===== src/rtl/gmii_rx_framer_if.sv =====
// GMII receive framer bundle: GMII byte input, framed byte output,
// end-of-frame status and receive statistics.
// Ports: gmii_den/gmii_din (stream in), rx_data/rx_valid/rx_sof/rx_eof
//   (stream out), rx_stat_valid/rx_crc_err/rx_len_err (status),
//   rx_frame_cnt/rx_crc_err_cnt/rx_len_err_cnt/rx_drop_cnt (counters).
// Modports: master = framer side, slave = source/consumer side.
interface gmii_rx_framer_if;
   logic        gmii_den;
   logic [7:0]  gmii_din;
   logic [7:0]  rx_data;
   logic        rx_valid;
   logic        rx_sof;
   logic        rx_eof;
   logic        rx_stat_valid;
   logic        rx_crc_err;
   logic        rx_len_err;
   logic [31:0] rx_frame_cnt;
   logic [31:0] rx_crc_err_cnt;
   logic [31:0] rx_len_err_cnt;
   logic [31:0] rx_drop_cnt;

   modport master (
      input  gmii_den,
      input  gmii_din,
      output rx_data,
      output rx_valid,
      output rx_sof,
      output rx_eof,
      output rx_stat_valid,
      output rx_crc_err,
      output rx_len_err,
      output rx_frame_cnt,
      output rx_crc_err_cnt,
      output rx_len_err_cnt,
      output rx_drop_cnt
   );

   modport slave (
      output gmii_den,
      output gmii_din,
      input  rx_data,
      input  rx_valid,
      input  rx_sof,
      input  rx_eof,
      input  rx_stat_valid,
      input  rx_crc_err,
      input  rx_len_err,
      input  rx_frame_cnt,
      input  rx_crc_err_cnt,
      input  rx_len_err_cnt,
      input  rx_drop_cnt
   );
endinterface


===== src/rtl/gmii_rx_framer.sv =====
// GMII receive framer: strips preamble/SFD, delineates frames, checks
// CRC-32 and length, and keeps receive statistics.
// Ports: gmii_clk (clock), rst (sync active-high reset),
//   rx_if (gmii_rx_framer_if.master, stream in/out, status, counters).
// Config macro RX_FCS_STRIP_EN: delay line depth 5, FCS removed from the
//   output stream; undefined: depth 1, FCS bytes are passed through.
module gmii_rx_framer #(
   parameter logic [10:0] MAX_LEN = 11'd1518,
   parameter logic [10:0] MIN_LEN = 11'd64
) (
   input logic              gmii_clk,
   input logic              rst,
   gmii_rx_framer_if.master rx_if
);

`ifdef RX_FCS_STRIP_EN
   localparam int D = 5;
`else
   localparam int D = 1;
`endif

   localparam logic [2:0]  DEPTH    = 3'(D);
   localparam logic [31:0] CRC_INIT = 32'hFFFF_FFFF;
   localparam logic [31:0] CRC_GOOD = 32'hDEBB_20E3;
   localparam logic [7:0]  PRE      = 8'h55;
   localparam logic [7:0]  SFD      = 8'hD5;

   typedef enum logic [1:0] {
      IDLE,
      PREAMBLE,
      DATA,
      DROP
   } state_t;

   state_t          state;
   logic [8*D-1:0]  line;
   logic [8*D-1:0]  line_sh;
   logic [2:0]      fill;
   logic            sof_pend;
   logic [31:0]     crc;
   logic [10:0]     len;

   logic [7:0]      data_q;
   logic            valid_q;
   logic            sof_q;
   logic            eof_q;
   logic            stat_q;
   logic            crc_err_q;
   logic            len_err_q;
   logic [31:0]     frame_cnt;
   logic [31:0]     crc_cnt;
   logic [31:0]     len_cnt;
   logic [31:0]     drop_cnt;

   logic            crc_bad;
   logic            len_bad;
   logic [7:0]      oldest;

   // Reflected CRC-32, one byte, LSB first.
   function automatic logic [31:0] crc_next(
      input logic [31:0] c,
      input logic [7:0]  d
   );
      logic [31:0] r;
      r = c;
      for (int i = 0; i < 8; i++) begin
         if (r[0] ^ d[i]) r = (r >> 1) ^ 32'hEDB8_8320;
         else             r = r >> 1;
      end
      return r;
   endfunction

   // Newest byte enters at the bottom, oldest sits at the top.
   always_comb begin
      line_sh      = line << 8;
      line_sh[7:0] = rx_if.gmii_din;
   end

   assign oldest  = line[8*D-1 -: 8];
   assign crc_bad = (crc != CRC_GOOD);
   assign len_bad = (len < MIN_LEN) || (len > MAX_LEN);

   always_ff @(posedge gmii_clk) begin
      if (rst) begin
         state     <= IDLE;
         line      <= '0;
         fill      <= '0;
         sof_pend  <= 1'b0;
         crc       <= CRC_INIT;
         len       <= '0;
         data_q    <= '0;
         valid_q   <= 1'b0;
         sof_q     <= 1'b0;
         eof_q     <= 1'b0;
         stat_q    <= 1'b0;
         crc_err_q <= 1'b0;
         len_err_q <= 1'b0;
         frame_cnt <= '0;
         crc_cnt   <= '0;
         len_cnt   <= '0;
         drop_cnt  <= '0;
      end else begin
         valid_q   <= 1'b0;
         sof_q     <= 1'b0;
         eof_q     <= 1'b0;
         stat_q    <= 1'b0;
         crc_err_q <= 1'b0;
         len_err_q <= 1'b0;

         unique case (state)
            IDLE, PREAMBLE: begin
               if (!rx_if.gmii_den) begin
                  // Preamble-only burst vanishes silently.
                  state <= IDLE;
               end else if (rx_if.gmii_din == PRE) begin
                  state <= PREAMBLE;
               end else if (rx_if.gmii_din == SFD) begin
                  state    <= DATA;
                  crc      <= CRC_INIT;
                  len      <= '0;
                  fill     <= '0;
                  line     <= '0;
                  sof_pend <= 1'b1;
               end else begin
                  state <= DROP;
               end
            end

            DATA: begin
               if (rx_if.gmii_den) begin
                  crc  <= crc_next(crc, rx_if.gmii_din);
                  line <= line_sh;
                  if (len != 11'h7FF) len <= len + 11'd1;
                  if (fill == DEPTH) begin
                     valid_q  <= 1'b1;
                     data_q   <= oldest;
                     sof_q    <= sof_pend;
                     sof_pend <= 1'b0;
                  end else begin
                     fill <= fill + 3'd1;
                  end
               end else begin
                  // End of frame: flush one beat, drop the rest.
                  state     <= IDLE;
                  stat_q    <= 1'b1;
                  crc_err_q <= crc_bad;
                  len_err_q <= len_bad;
                  if (fill == DEPTH) begin
                     valid_q <= 1'b1;
                     eof_q   <= 1'b1;
                     data_q  <= oldest;
                     sof_q   <= sof_pend;
                  end
                  fill     <= '0;
                  line     <= '0;
                  sof_pend <= 1'b0;
                  if (!crc_bad && !len_bad) frame_cnt <= frame_cnt + 32'd1;
                  if (crc_bad) crc_cnt <= crc_cnt + 32'd1;
                  if (len_bad) len_cnt <= len_cnt + 32'd1;
               end
            end

            DROP: begin
               if (!rx_if.gmii_den) begin
                  state    <= IDLE;
                  drop_cnt <= drop_cnt + 32'd1;
               end
            end
         endcase
      end
   end

   assign rx_if.rx_data        = data_q;
   assign rx_if.rx_valid       = valid_q;
   assign rx_if.rx_sof         = sof_q;
   assign rx_if.rx_eof         = eof_q;
   assign rx_if.rx_stat_valid  = stat_q;
   assign rx_if.rx_crc_err     = crc_err_q;
   assign rx_if.rx_len_err     = len_err_q;
   assign rx_if.rx_frame_cnt   = frame_cnt;
   assign rx_if.rx_crc_err_cnt = crc_cnt;
   assign rx_if.rx_len_err_cnt = len_cnt;
   assign rx_if.rx_drop_cnt    = drop_cnt;

endmodule


===== src/flat_wrapper.sv =====
// flat-port wrapper written by rule: the top's interface ports become plain ports
module gmii_rx_framer_flat 
#(
   parameter logic [10:0] MAX_LEN = 11'd1518,
   parameter logic [10:0] MIN_LEN = 11'd64
)
  (gmii_clk, rst, rx_if_gmii_den, rx_if_gmii_din, rx_if_rx_data, rx_if_rx_valid, rx_if_rx_sof, rx_if_rx_eof, rx_if_rx_stat_valid, rx_if_rx_crc_err, rx_if_rx_len_err, rx_if_rx_frame_cnt, rx_if_rx_crc_err_cnt, rx_if_rx_len_err_cnt, rx_if_rx_drop_cnt);
  gmii_rx_framer_if rx_if_i ();
  input logic gmii_clk;
  input logic rst;
  input wire logic [$bits(rx_if_i.gmii_den)-1:0] rx_if_gmii_den;
  input wire logic [$bits(rx_if_i.gmii_din)-1:0] rx_if_gmii_din;
  output wire logic [$bits(rx_if_i.rx_data)-1:0] rx_if_rx_data;
  output wire logic [$bits(rx_if_i.rx_valid)-1:0] rx_if_rx_valid;
  output wire logic [$bits(rx_if_i.rx_sof)-1:0] rx_if_rx_sof;
  output wire logic [$bits(rx_if_i.rx_eof)-1:0] rx_if_rx_eof;
  output wire logic [$bits(rx_if_i.rx_stat_valid)-1:0] rx_if_rx_stat_valid;
  output wire logic [$bits(rx_if_i.rx_crc_err)-1:0] rx_if_rx_crc_err;
  output wire logic [$bits(rx_if_i.rx_len_err)-1:0] rx_if_rx_len_err;
  output wire logic [$bits(rx_if_i.rx_frame_cnt)-1:0] rx_if_rx_frame_cnt;
  output wire logic [$bits(rx_if_i.rx_crc_err_cnt)-1:0] rx_if_rx_crc_err_cnt;
  output wire logic [$bits(rx_if_i.rx_len_err_cnt)-1:0] rx_if_rx_len_err_cnt;
  output wire logic [$bits(rx_if_i.rx_drop_cnt)-1:0] rx_if_rx_drop_cnt;
  assign rx_if_i.gmii_den = rx_if_gmii_den;
  assign rx_if_i.gmii_din = rx_if_gmii_din;
  assign rx_if_rx_data = rx_if_i.rx_data;
  assign rx_if_rx_valid = rx_if_i.rx_valid;
  assign rx_if_rx_sof = rx_if_i.rx_sof;
  assign rx_if_rx_eof = rx_if_i.rx_eof;
  assign rx_if_rx_stat_valid = rx_if_i.rx_stat_valid;
  assign rx_if_rx_crc_err = rx_if_i.rx_crc_err;
  assign rx_if_rx_len_err = rx_if_i.rx_len_err;
  assign rx_if_rx_frame_cnt = rx_if_i.rx_frame_cnt;
  assign rx_if_rx_crc_err_cnt = rx_if_i.rx_crc_err_cnt;
  assign rx_if_rx_len_err_cnt = rx_if_i.rx_len_err_cnt;
  assign rx_if_rx_drop_cnt = rx_if_i.rx_drop_cnt;
  gmii_rx_framer #(.MAX_LEN(MAX_LEN), .MIN_LEN(MIN_LEN)) u_core (.gmii_clk(gmii_clk), .rst(rst), .rx_if(rx_if_i));
endmodule

===== config.mk =====
export PLATFORM = sky130hd
export DESIGN_NAME = gmii_rx_framer_flat
export DESIGN_NICKNAME = d
export VERILOG_FILES = /design/src/rtl/gmii_rx_framer_if.sv /design/src/rtl/gmii_rx_framer.sv /design/src/flat_wrapper.sv
export SDC_FILE = /design/constraint.sdc
export NUM_CORES = 1
export LEC_CHECK = 0
export ABC_AREA = 1
export CAP_MARGIN = 20
export CORE_UTILIZATION = 60
export DETAILED_ROUTE_END_ITERATION = 8
export GPL_TIMING_DRIVEN = 0
export HOLD_SLACK_MARGIN = 0.15
export PLACE_DENSITY = 0.86
export SLEW_MARGIN = 20
export SYNTH_ARGS = -nofsm -noshare
export SYNTH_HDL_FRONTEND = slang
export SYNTH_SLANG_ARGS = --single-unit

===== constraint.sdc =====
create_clock -name gmii_clk -period 2.6 [get_ports gmii_clk]
set_input_delay 0.78 -clock gmii_clk [delete_from_list [all_inputs] [get_ports gmii_clk]]
set_output_delay 0.78 -clock gmii_clk [all_outputs]
set_load 0.05 [all_outputs]

== Word level (Yosys, flattened, before mapping) ==
Index checks and enable logic that the tools add are counted.
Operators by class
  $lt $le $gt $ge: 2
  reductions and logical operators: 21
  bitwise logic cells: 19
  multiplexer cells: 64
  equal/unequal tests: 16
  add/sub/neg operators: 6
Operator list (count)
  $mux 32: 33
  $add 32x1->32 const B: 4
  $not 13->14: 8
  $pmux 32 s2: 1
  $mux 11: 5
  $mux 8: 4
  $ne 32x32->1 const B: 1
  $pmux 11 s2: 1
  $pmux 8 s2: 1
  $mux 3: 5
  $reduce_and 5->1: 3
  $add 11x1->11 const B: 1
  $gt 11x11->1 const B: 1
  $lt 11x7->1 const B: 1
  $ne 11x11->1 const B: 1
  $reduce_and 3->1: 3
  $eq 8x7->1 const B: 1
  $eq 8x8->1 const B: 1
  $mux 1: 8
  $ne 2x2->1 const B: 4
  $xor 1x1->1: 8
  $mux 2: 3
  $pmux 3 s2: 1
  $reduce_and 6->1: 1
  other kinds (19): 28
Word-level totals
  output and inout port bits: 142
  word-level logic and storage cells: 145
  register bits: 199

== Logic depth before layout (Yosys ltp) ==
Gate-level depths: netlist of run 1.
  word-level depth: 39
  depth in mapped cells: 13

== Least setup slack after synthesis of run 1 ==
No wires, ideal clock.
  path type: flip-flop to flip-flop
  start point: register u_core.crc_cnt[0] (netlist: u_core.rx_if.rx_crc_err_cnt[0])
  end point: register u_core.crc_cnt[30] (netlist: u_core.rx_if.rx_crc_err_cnt[30])
  stages on the path, launching flop included: 10
  slack: 577 ps
  data arrival time: 1891 ps
  required time: 2468 ps
  cell sequence: dfxtp_1 ha_1 nand2_1 nor2_1 inv_1 nor3_1 nand2_1 xor2_1 nand2_1 a21oi_1
On the way
  cells in the longest elaborated chain, start to end: 1
RTL lines
  start: declaration: RTL line gmii_rx_framer.sv:51  | logic [31:0] crc_cnt;
  start signal: assignment: RTL line gmii_rx_framer.sv:158  | if (crc_bad) crc_cnt <= crc_cnt + 32'd1;
  $add 32x1->32: RTL line gmii_rx_framer.sv:158
Every way passes these cells.
A chain may end at the register's enable or synchronous reset.

== Final worst setup path of run 1 ==
  start point: register u_core.crc_cnt[4] (netlist: u_core.rx_if.rx_crc_err_cnt[4])
  end point: output rx_if_rx_crc_err_cnt[4]
RTL lines
  end: declaration: RTL line flat_wrapper.sv:21  | output wire logic [$bits(rx_if_i.rx_crc_err_cnt)-1:0] rx_if_rx_crc_err_cnt;
No word-level cell between the ends.

==> results of run 1 <==
-- how the worst max path moves through the flow --
stage | from | to | cells after the start
5_1_grt | u_core.rx_if.rx_drop_cnt[22] | rx_if_rx_drop_cnt[22] | 1
3_5_place_dp | rx_if_gmii_din[3] | u_core.crc[17] | 10
4_1_cts | u_core.rx_if.rx_frame_cnt[10] | rx_if_rx_frame_cnt[10] | 1
3_3_place_gp | rx_if_gmii_din[3] | u_core.crc[17] | 12
2_1_floorplan | u_core.rx_if.rx_crc_err_cnt[0] | u_core.rx_if.rx_crc_err_cnt[30] | 9
6_report | u_core.rx_if.rx_crc_err_cnt[4] | rx_if_rx_crc_err_cnt[4] | 1
-- metal layers --
metal | vias up | GRT usage | part of all wire
li1 | 6190 | - | -
met1 | 5821 | 0.457 | 0.43
met2 | 534 | 0.590 | 0.47
met3 | 67 | 0.0537 | 0.076
met4 | 0 | 0.101 | 0.018
met5 | - | 0 | 0
-- cell type report --
class	instances	share of cell area
buffer	52	0.0183
clock buffer	19	0.0314
clock inverter	13	0.0115
inverter	173	0.0461
multi-input combinational	1407	0.479
sequential	199	0.283
tap	260	0.0231
timing repair buffer	151	0.108
-- tightest hold or removal path: cells and delay by family, from the launching register on --
kind / cells / cell delay (ps)
flip-flops: 1 / 310
AO/OA/AOI/OAI: 2 / 130
-- metrics by stage --
stage / std cells / setup slack [ps] / instance area, um2
after floorplan: 1831 / 577 / 11600
after global placement: 2242 / -236 / 13500
after detailed placement: 2242 / -279 / 13500
after CTS: 2274 / 19.3 / 14100
after global routing: 2274 / 4.51 / 14100
final: 2274 / 9.69 / 14100
-- flip-flops by register name, indices dropped and copies added (netlist names), 2 cells and up --
signal	count
u_core.crc	32
u_core.fill	3
u_core.len	11
u_core.line	8
u_core.rx_if.rx_crc_err_cnt	32
u_core.rx_if.rx_data	8
u_core.rx_if.rx_drop_cnt	32
u_core.rx_if.rx_frame_cnt	32
u_core.rx_if.rx_len_err_cnt	32
u_core.state	2
-- cells by family (layout without fill, tap and decap cells) --
| group | Yosys count | in the layout | synth area share |
|---|---|---|---|
| flops | 199 | 199 | 0.343 |
| compound gates | 249 | 249 | 0.116 |
| simple gates | 1032 | 1032 | 0.367 |
| xor+xnor | 118 | 118 | 0.0889 |
| buf+inv | 225 | 408 | 0.0780 |
| fa+ha+maj | 8 | 8 | 0.00861 |
-- report_power, final --
group	switching (W)	internal [W]
clock network	0.00129	0.00148
registers	0.0000442	0.00309
logic	0.000489	0.000210
-- cell usage after synthesis, drive strengths merged --
cell      n  area, um2
nand2   640       2410
nor2    220        887
dfxtp   199       3980
inv     172        646
a21oi   151        759
xor2     82        718
o21ai    66        334
nand3    60        315
nor3     57        290
nand4    40        250
xnor2    36        315
clkbuf   28        105
buf      24        153
o211ai   13        103
a211oi    9       67.6
ha        8        100
nand3b    8       60.1
a31oi     3       18.8
and3      2       12.5
nor4      2       12.5
o21a      2       15.0
or2       2       12.5
a21boi    1       7.51
a21o      1       7.51
clkinv    1       3.75
nor3b     1       7.51
o211a     1       10.0
o311ai    1       8.76
o31ai     1       12.5
-- layout by cell type (no fill, tap or decap), types with 6 or more instances in the layout --
cell type        synthesis  layout
nand2_1                635     634
nor2_1                 211     211
dfxtp_1                199     199
inv_1                  161     161
a21oi_1                150     150
clkdlybuf4s50_1          0     145
xor2_1                  82      82
nand3_1                 57      57
nor3_1                  56      56
o21ai_0                 55      54
nand4_1                 40      40
xnor2_1                 36      36
clkbuf_1                28      29
clkbuf_16                0      17
o211ai_1                12      12
o21ai_1                 10      11
inv_2                   11      11
buf_2                   11      11
a211oi_1                 9       9
nand3b_1                 8       8
ha_1                     8       8
buf_4                    7       7
nand2_2                  5       6
dlymetal6s2s_1           0       6
==> run metrics, run 1 <==
shortest period the worst path allows 2590 ps; type of destination of the critical path primary output; clock network latency to the later pin of the worst-skew pair 450 ps; cell at the root of the clock tree clkbuf_16; Worst Path Max Fanout 5; data arrival time at the worst-slack endpoint 1810 ps; fraction of final layout cells sized beyond drive strength 1 0.0432; number of distinct library cells after synthesis 44; register clock-pin slew on the reported worst setup and hold paths 70 ps; run status finished clean; effective utilization at floorplan 0.618; via count normalized by instance count 5.55; number of buffers inserted during clock tree synthesis 17; unrepaired setup endpoints after global routing no; gp weighted congestion 0.988; number of instances on the worst hold path 2; reg-to-reg endpoint u_core.rx_if.rx_crc_err_cnt[30]; required time at the worst-slack endpoint 1820 ps; post-cts hold buffer count 0; remaining antenna violation count 0; delay of the slowest cell on the worst path 870 ps; Final Setup Violations 0; Critical Setup Path Class reg2out; Power, Total 0.00660 W; total routing resource utilization after global routing 0.348; final worst path period share 0.996; DRC violations left 0; top-level I/O count 153; Buf+Inv Stages, Crit Path 1; Worst R2R Path Depth 9; highest achievable clock rate 0.386 GHz; Site Rows 50; slowest stage cell on the critical path clkdlybuf4s50_1; global-route congestion overflow total 0; number of DRC markers after the initial detailed-route iteration 1038; final core utilization 0.748; Yosys warning count 0; Multi-input gate area 0.00674 mm2; post-synth design cell area 0.0116 mm2; P_leak 5.45 nW; worst hold slack 472 ps; Placeable Area 0.0188 mm2; number of buffers added on ports 151; Final nets 2020; # H-tree levels 4; hold violation total from the final report 0; setup slack of the worst register-to-register path 420 ps; cell chain of the critical path clkdlybuf4s50_1; Hold Crit Class reg2reg; maximum number of pins on one net before global-route repair 19; Max Slew Vio Count 0; total power divided by cell area 469 mW/mm2; cells resized by post-CTS repair 0; Layout area overhead 21.1%; kind of start point of the critical path register; count of buffers added by post-CTS timing repair for setup 0; area used by sequential logic in the layout 0.00398 mm2; vias in the first global route 11247; final sum of negative setup slack 0 ps; buffer levels on the longest clock path 2; Worst Hold End u_core.sof_pend; proportion of synthesized chip area in sequential cells 0.343; worst slew margin relative to its limit 0.453; worst clock skew 16.3 ps; net count after synthesis 1850; area of the die 0.0199 mm2; VDD IR-drop max 0.457 mV; total via count in the routed design 12612; global-route wire length before repair 55.5 mm; fillers 1566; diode count 0; hold path startpoint u_core.sof_pend; sinks on the clock net 199; number of iterations in the first detailed-routing pass 6; clock tree from TritonCTS done; Chip Width 141 um; DR WL/cell 15.3 um; Crit path max-delay family buffers and inverters; reg-to-reg startpoint u_core.rx_if.rx_crc_err_cnt[0]; Avg Synthesized Cell Area 6.35 um2; Post-Syn Instances 1831; total wire length 34.7 mm; slew at the pin closest to its max-slew limit 820 ps; die extent in y 141 um; placed wire-length estimate 26.1 mm; initial antenna violation count 0; flip-flop and latch count after synthesis 199; max-cap violation count 0
(Power assumes the default switching activity.)
==> run 2, diff against run 1 <==
- clock period: 2.6 -> 3.2 ns (I/O delays scaled with it)
==> run 2 against run 1 <==
  * Flip-flop and latch count is the same
  * Highest routed layer unchanged
  * Cell count is the same
  * Sequential power shrank 19%
  * Wire length shrank 0.14%
  * Largest cell class unchanged
  * Die area is the same
  * Critical path depth is the same
  * Via count shrank 0.47%
==> run metrics, run 2 (synthesized netlist as in run 1, its figures left out) <==
final sum of negative setup slack 0 ps (unchanged); global-route congestion overflow total 0 (unchanged); total via count in the routed design 12553 (-0.47%); number of iterations in the first detailed-routing pass 5 (-1); top-level I/O count 153 (unchanged); Hold Crit Class reg2reg; DRC violations left 0 (unchanged); via count normalized by instance count 5.52 (-0.47%); required time at the worst-slack endpoint 2240 ps (+420 ps); Worst Path Max Fanout 6 (+1); clock network latency to the later pin of the worst-skew pair 450 ps (about the same); slew at the pin closest to its max-slew limit 833 ps (+13.3 ps); delay of the slowest cell on the worst path 880 ps (about the same); worst clock skew 18.7 ps (+2.43 ps); Cell Count Post-Placement 2242 (unchanged); maximum number of pins on one net before global-route repair 19 (unchanged); total routing resource utilization after global routing 0.348 (unchanged); VDD IR-drop max 0.373 mV (-18%); most common library cell in the layout ignoring fill and taps nand2_1; Placeable Area 0.0188 mm2 (unchanged); number of DRC markers after the initial detailed-route iteration 1097 (+5.7%); register clock-pin slew on the reported worst setup and hold paths 70 ps (about the same); # H-tree levels 4 (unchanged); vias in the first global route 11247 (unchanged); effective utilization at floorplan 0.618 (unchanged); Site Rows 50 (unchanged); Max Slew Vio Count 0 (unchanged); run status finished clean; total power divided by cell area 381 mW/mm2 (-19%); Global Route met1 Usage 0.457 (unchanged); Final nets 2020 (unchanged); Power, Total 0.00536 W (-19%); die extent in y 141 um (unchanged); placed wire-length estimate 26.1 mm (unchanged); global-route wire length before repair 55.5 mm (unchanged); Chip Width 141 um (unchanged); sinks on the clock net 199 (unchanged); Critical Setup Path Class reg2out; remaining antenna violation count 0 (unchanged); diode count 0 (unchanged); Final Non-Filler Cells 2274 (unchanged); worst slew margin relative to its limit 0.444 (-0.00885); cells resized by post-CTS repair 0 (unchanged); slowest stage cell on the critical path clkdlybuf4s50_1; cell at the root of the clock tree clkbuf_16; highest achievable clock rate 0.357 GHz; data arrival time at the worst-slack endpoint 1840 ps (+30 ps); kind of start point of the critical path register; final core utilization 0.747 (-0.000930); total wire length 34.6 mm (-0.14%); most heavily used metal layer in global routing met2; type of destination of the critical path primary output; post-cts hold buffer count 0 (unchanged); worst hold slack 473 ps (+1.09 ps); met3 demand-to-capacity share in global routing 0.0537 (unchanged); buffer levels on the longest clock path 2 (unchanged); unrepaired setup endpoints after global routing no; fraction of final layout cells sized beyond drive strength 1 0.0427 (-0.000497); number of buffers added on ports 151 (unchanged); cell chain of the critical path clkdlybuf4s50_1; gp weighted congestion 0.988 (unchanged); Final Setup Violations 0 (unchanged); Buf+Inv Stages, Crit Path 1 (unchanged); Multi-input gate area 0.00674 mm2 (about the same); Crit path max-delay family buffers and inverters; shortest period the worst path allows 2800 ps; Layout area overhead 21.0%; DR WL/cell 15.2 um (-0.14%); P_leak 5.34 nW (-2.0%); area used by sequential logic in the layout 0.00398 mm2 (unchanged); final worst path period share 0.875; fillers 1567 (+0.064%); clock tree from TritonCTS done; initial antenna violation count 0 (unchanged); area of the die 0.0199 mm2 (unchanged); hold violation total from the final report 0 (unchanged); number of buffers inserted during clock tree synthesis 17 (unchanged); most frequent cells in the layout 635 x nand2_1, 211 x nor2_1, 199 x dfxtp_1, 161 x inv_1, 151 x clkdlybuf4s50_1; GR Util met2 0.590 (unchanged); max-cap violation count 0 (unchanged); count of buffers added by post-CTS timing repair for setup 0 (unchanged)
run 2: routing by layer:
metal,share of wire,wire length [um],vias up
li1,-,-,6183
met1,0.43,14900,5795
met2,0.48,16500,523
met3,0.077,2680,52
met4,0.017,583,0
met5,0,0,-
run 2: layout make-up:
type / count / share of cell area
Multi-Input combinational cell: 1407 / 0.479
Sequential cell: 199 / 0.283
Timing Repair Buffer: 151 / 0.107
Inverter: 173 / 0.0461
Clock buffer: 19 / 0.0315
Tap cell: 260 / 0.0231
Buffer: 52 / 0.0183
Clock inverter: 13 / 0.0115
run 2: power by group:
| part | switching (W) | internal, W |
|---|---|---|
| sequential | 0.0000356 | 0.00251 |
| clock | 0.00105 | 0.00120 |
| combinational | 0.000395 | 0.000170 |
| total | 0.00148 | 0.00389 |
run 2: through the flow:
step                worst slack [ps]  cell area (um2)
finish                           400            14100
global route                     363            14100
CTS                              439            14100
detailed placement               141            13500
global placement                 184            13500
floorplan                       1010            11600
run 2: final timing paths:
kind,startpoint,to,slack (ps),cells past startpoint
hold / removal,u_core.sof_pend,u_core.sof_pend,470,2
hold reg to reg,u_core.sof_pend,u_core.sof_pend,470,2
setup reg to reg,u_core.rx_if.rx_crc_err_cnt[0],u_core.rx_if.rx_crc_err_cnt[30],1020,9
setup / recovery,u_core.rx_if.rx_crc_err_cnt[0],rx_if_rx_crc_err_cnt[0],400,1
==> run 3, diff against run 2 <==
- MAX_ROUTING_LAYER: unset -> met4
==> run 3 against run 2 <==
  * Clock power barely moved
  * Cell count did not move
  * Die area did not move
  * Via count rose by 0.43%
  * Maximum frequency rose by 1.7%
  * Worst setup slack improved by 48 ps
  * Clock skew fell by 4.4 ps
  * Power rose by 0.51%
  * Core utilization barely moved
==> run metrics, run 3 (synthesized netlist as in run 1, its figures left out) <==
worst slew margin relative to its limit 0.453 (+0.00868); Critical Setup Path Class reg2out; area of the die 0.0199 mm2 (unchanged); highest achievable clock rate 0.363 GHz (+1.7%); final design instance area without fill 0.0141 mm2 (about the same); DR WL/cell 15.3 um (+0.33%); delay of the slowest cell on the worst path 870 ps (about the same); setup slack of the worst register-to-register path 960 ps (-60 ps); worst clock skew 14.3 ps (-4.40 ps); P_leak 5.34 nW (about the same); run status finished clean; number of instances on the worst hold path 2 (unchanged); Final Setup Violations 0 (unchanged); Worst R2R Path Depth 9 (unchanged); via count normalized by instance count 5.54 (+0.43%); remaining antenna violation count 0 (unchanged); worst hold slack 478 ps (+5.26 ps); DP Area 0.0135 mm2 (unchanged); slew at the pin closest to its max-slew limit 820 ps (-13.0 ps); # H-tree levels 4 (unchanged); gp weighted congestion 1.02 (+2.9%); Layout area overhead 21.0% (about the same); maximum number of pins on one net before global-route repair 17 (-2); global-route congestion overflow total 0 (unchanged); vias in the first global route 11535 (+2.6%); hold path startpoint u_core.sof_pend; unrepaired setup endpoints after global routing no; cell chain of the critical path clkdlybuf4s50_1; fraction of final layout cells sized beyond drive strength 1 0.0417 (-0.000993); Hold Crit Class reg2reg; cells resized by post-CTS repair 0 (unchanged); Worst Path Max Fanout 6 (unchanged); Final nets 2020 (unchanged); count of buffers added by post-CTS timing repair for setup 0 (unchanged); hold violation total from the final report 0 (unchanged); number of buffers inserted during clock tree synthesis 17 (unchanged); Buf+Inv Stages, Crit Path 1 (unchanged); most frequent cells in the layout 635 x nand2_1, 211 x nor2_1, 199 x dfxtp_1, 161 x inv_1, 151 x clkdlybuf4s50_1; final sum of negative setup slack 0 ps (unchanged); global-route wire length before repair 56.8 mm (+2.2%); Worst Hold End u_core.sof_pend; kind of start point of the critical path register; initial antenna violation count 0 (unchanged); total power divided by cell area 383 mW/mm2 (+0.48%); Power, Total 0.00539 W (+0.51%); Crit path max-delay family buffers and inverters; Placeable Area 0.0188 mm2 (unchanged); shortest period the worst path allows 2750 ps (-48.1 ps); reg-to-reg endpoint u_core.rx_if.rx_crc_err_cnt[30]; clock tree from TritonCTS done; Chip Width 141 um (unchanged); max-cap violation count 0 (unchanged); required time at the worst-slack endpoint 2240 ps (about the same); Max Slew Vio Count 0 (unchanged); total wire length 34.8 mm (+0.33%); number of DRC markers after the initial detailed-route iteration 1056 (-3.7%); diode count 0 (unchanged); final worst path period share 0.860 (-0.0150); total via count in the routed design 12607 (+0.43%); register clock-pin slew on the reported worst setup and hold paths 70 ps (about the same); post-cts hold buffer count 0 (unchanged); DRC violations left 0 (unchanged); effective utilization at floorplan 0.618 (unchanged); cell at the root of the clock tree clkbuf_16; placed wire-length estimate 26.2 mm (+0.26%); most common library cell in the layout ignoring fill and taps nand2_1; top-level I/O count 153 (unchanged); data arrival time at the worst-slack endpoint 1790 ps (-50 ps); clock network latency to the later pin of the worst-skew pair 440 ps (about the same); number of buffers added on ports 151 (unchanged); number of iterations in the first detailed-routing pass 8 (+3); VDD IR-drop max 0.352 mV (-5.7%); slowest stage cell on the critical path clkdlybuf4s50_1; die extent in y 141 um (unchanged); total routing resource utilization after global routing 0.365 (+0.0166); Site Rows 50 (unchanged); type of destination of the critical path primary output; reg-to-reg startpoint u_core.rx_if.rx_crc_err_cnt[0]; sinks on the clock net 199 (unchanged); buffer levels on the longest clock path 2 (unchanged)
-- run 3: changes by cell type in the layout (fill, tap and decap cells not counted), sizes merged --
cell,change
bufinv,+1
clkbuf,+3
inv,-4
-- run 3: how the worst max path moves through the flow --
stage	start	end	slack, ps	cells after the start
detailed placement	rx_if_gmii_din[3]	u_core.crc[30]	130	10
global placement	rx_if_gmii_din[3]	u_core.crc[17]	160	12
global route	rx_if_gmii_din[3]	u_core.crc[27]	280	10
finish	u_core.rx_if.rx_crc_err_cnt[19]	rx_if_rx_crc_err_cnt[19]	450	1
CTS	u_core.rx_if.rx_len_err_cnt[21]	rx_if_rx_len_err_cnt[21]	450	1
floorplan	rx_if_gmii_din[5]	u_core.crc[30]	1010	9
-- run 3: routing by layer --
metal / track usage / part of all wire
met2: 0.584 / 0.47
met5: - / 0
met4: 0.130 / 0.022
met1: 0.468 / 0.44
met3: 0.0526 / 0.069
-- run 3: report_power, final --
group / leakage (nW) / switching (W) / internal [W]
sequential: 1.61 / 0.0000361 / 0.00251
clock: 0.299 / 0.000994 / 0.00128
combinational: 3.43 / 0.000395 / 0.000170
-- run 3: stage by stage --
stage,std cells,util,setup WS (ps)
finish,2274,0.748,448
global route,2274,0.748,281
CTS,2274,0.748,449
detailed placement,2242,0.715,129
global placement,2242,0.715,164
floorplan,1831,-,1010
-- run 3: final cells by class --
cell class	count	area [um2]
fillers	1585	4750
multi-input cells	1407	6740
clock inverters	10	144
flip-flops and latches	199	3980
plain buffers	52	258
repair buffers	151	1510
inverters	173	649
clock buffers	22	464
well taps	260	325
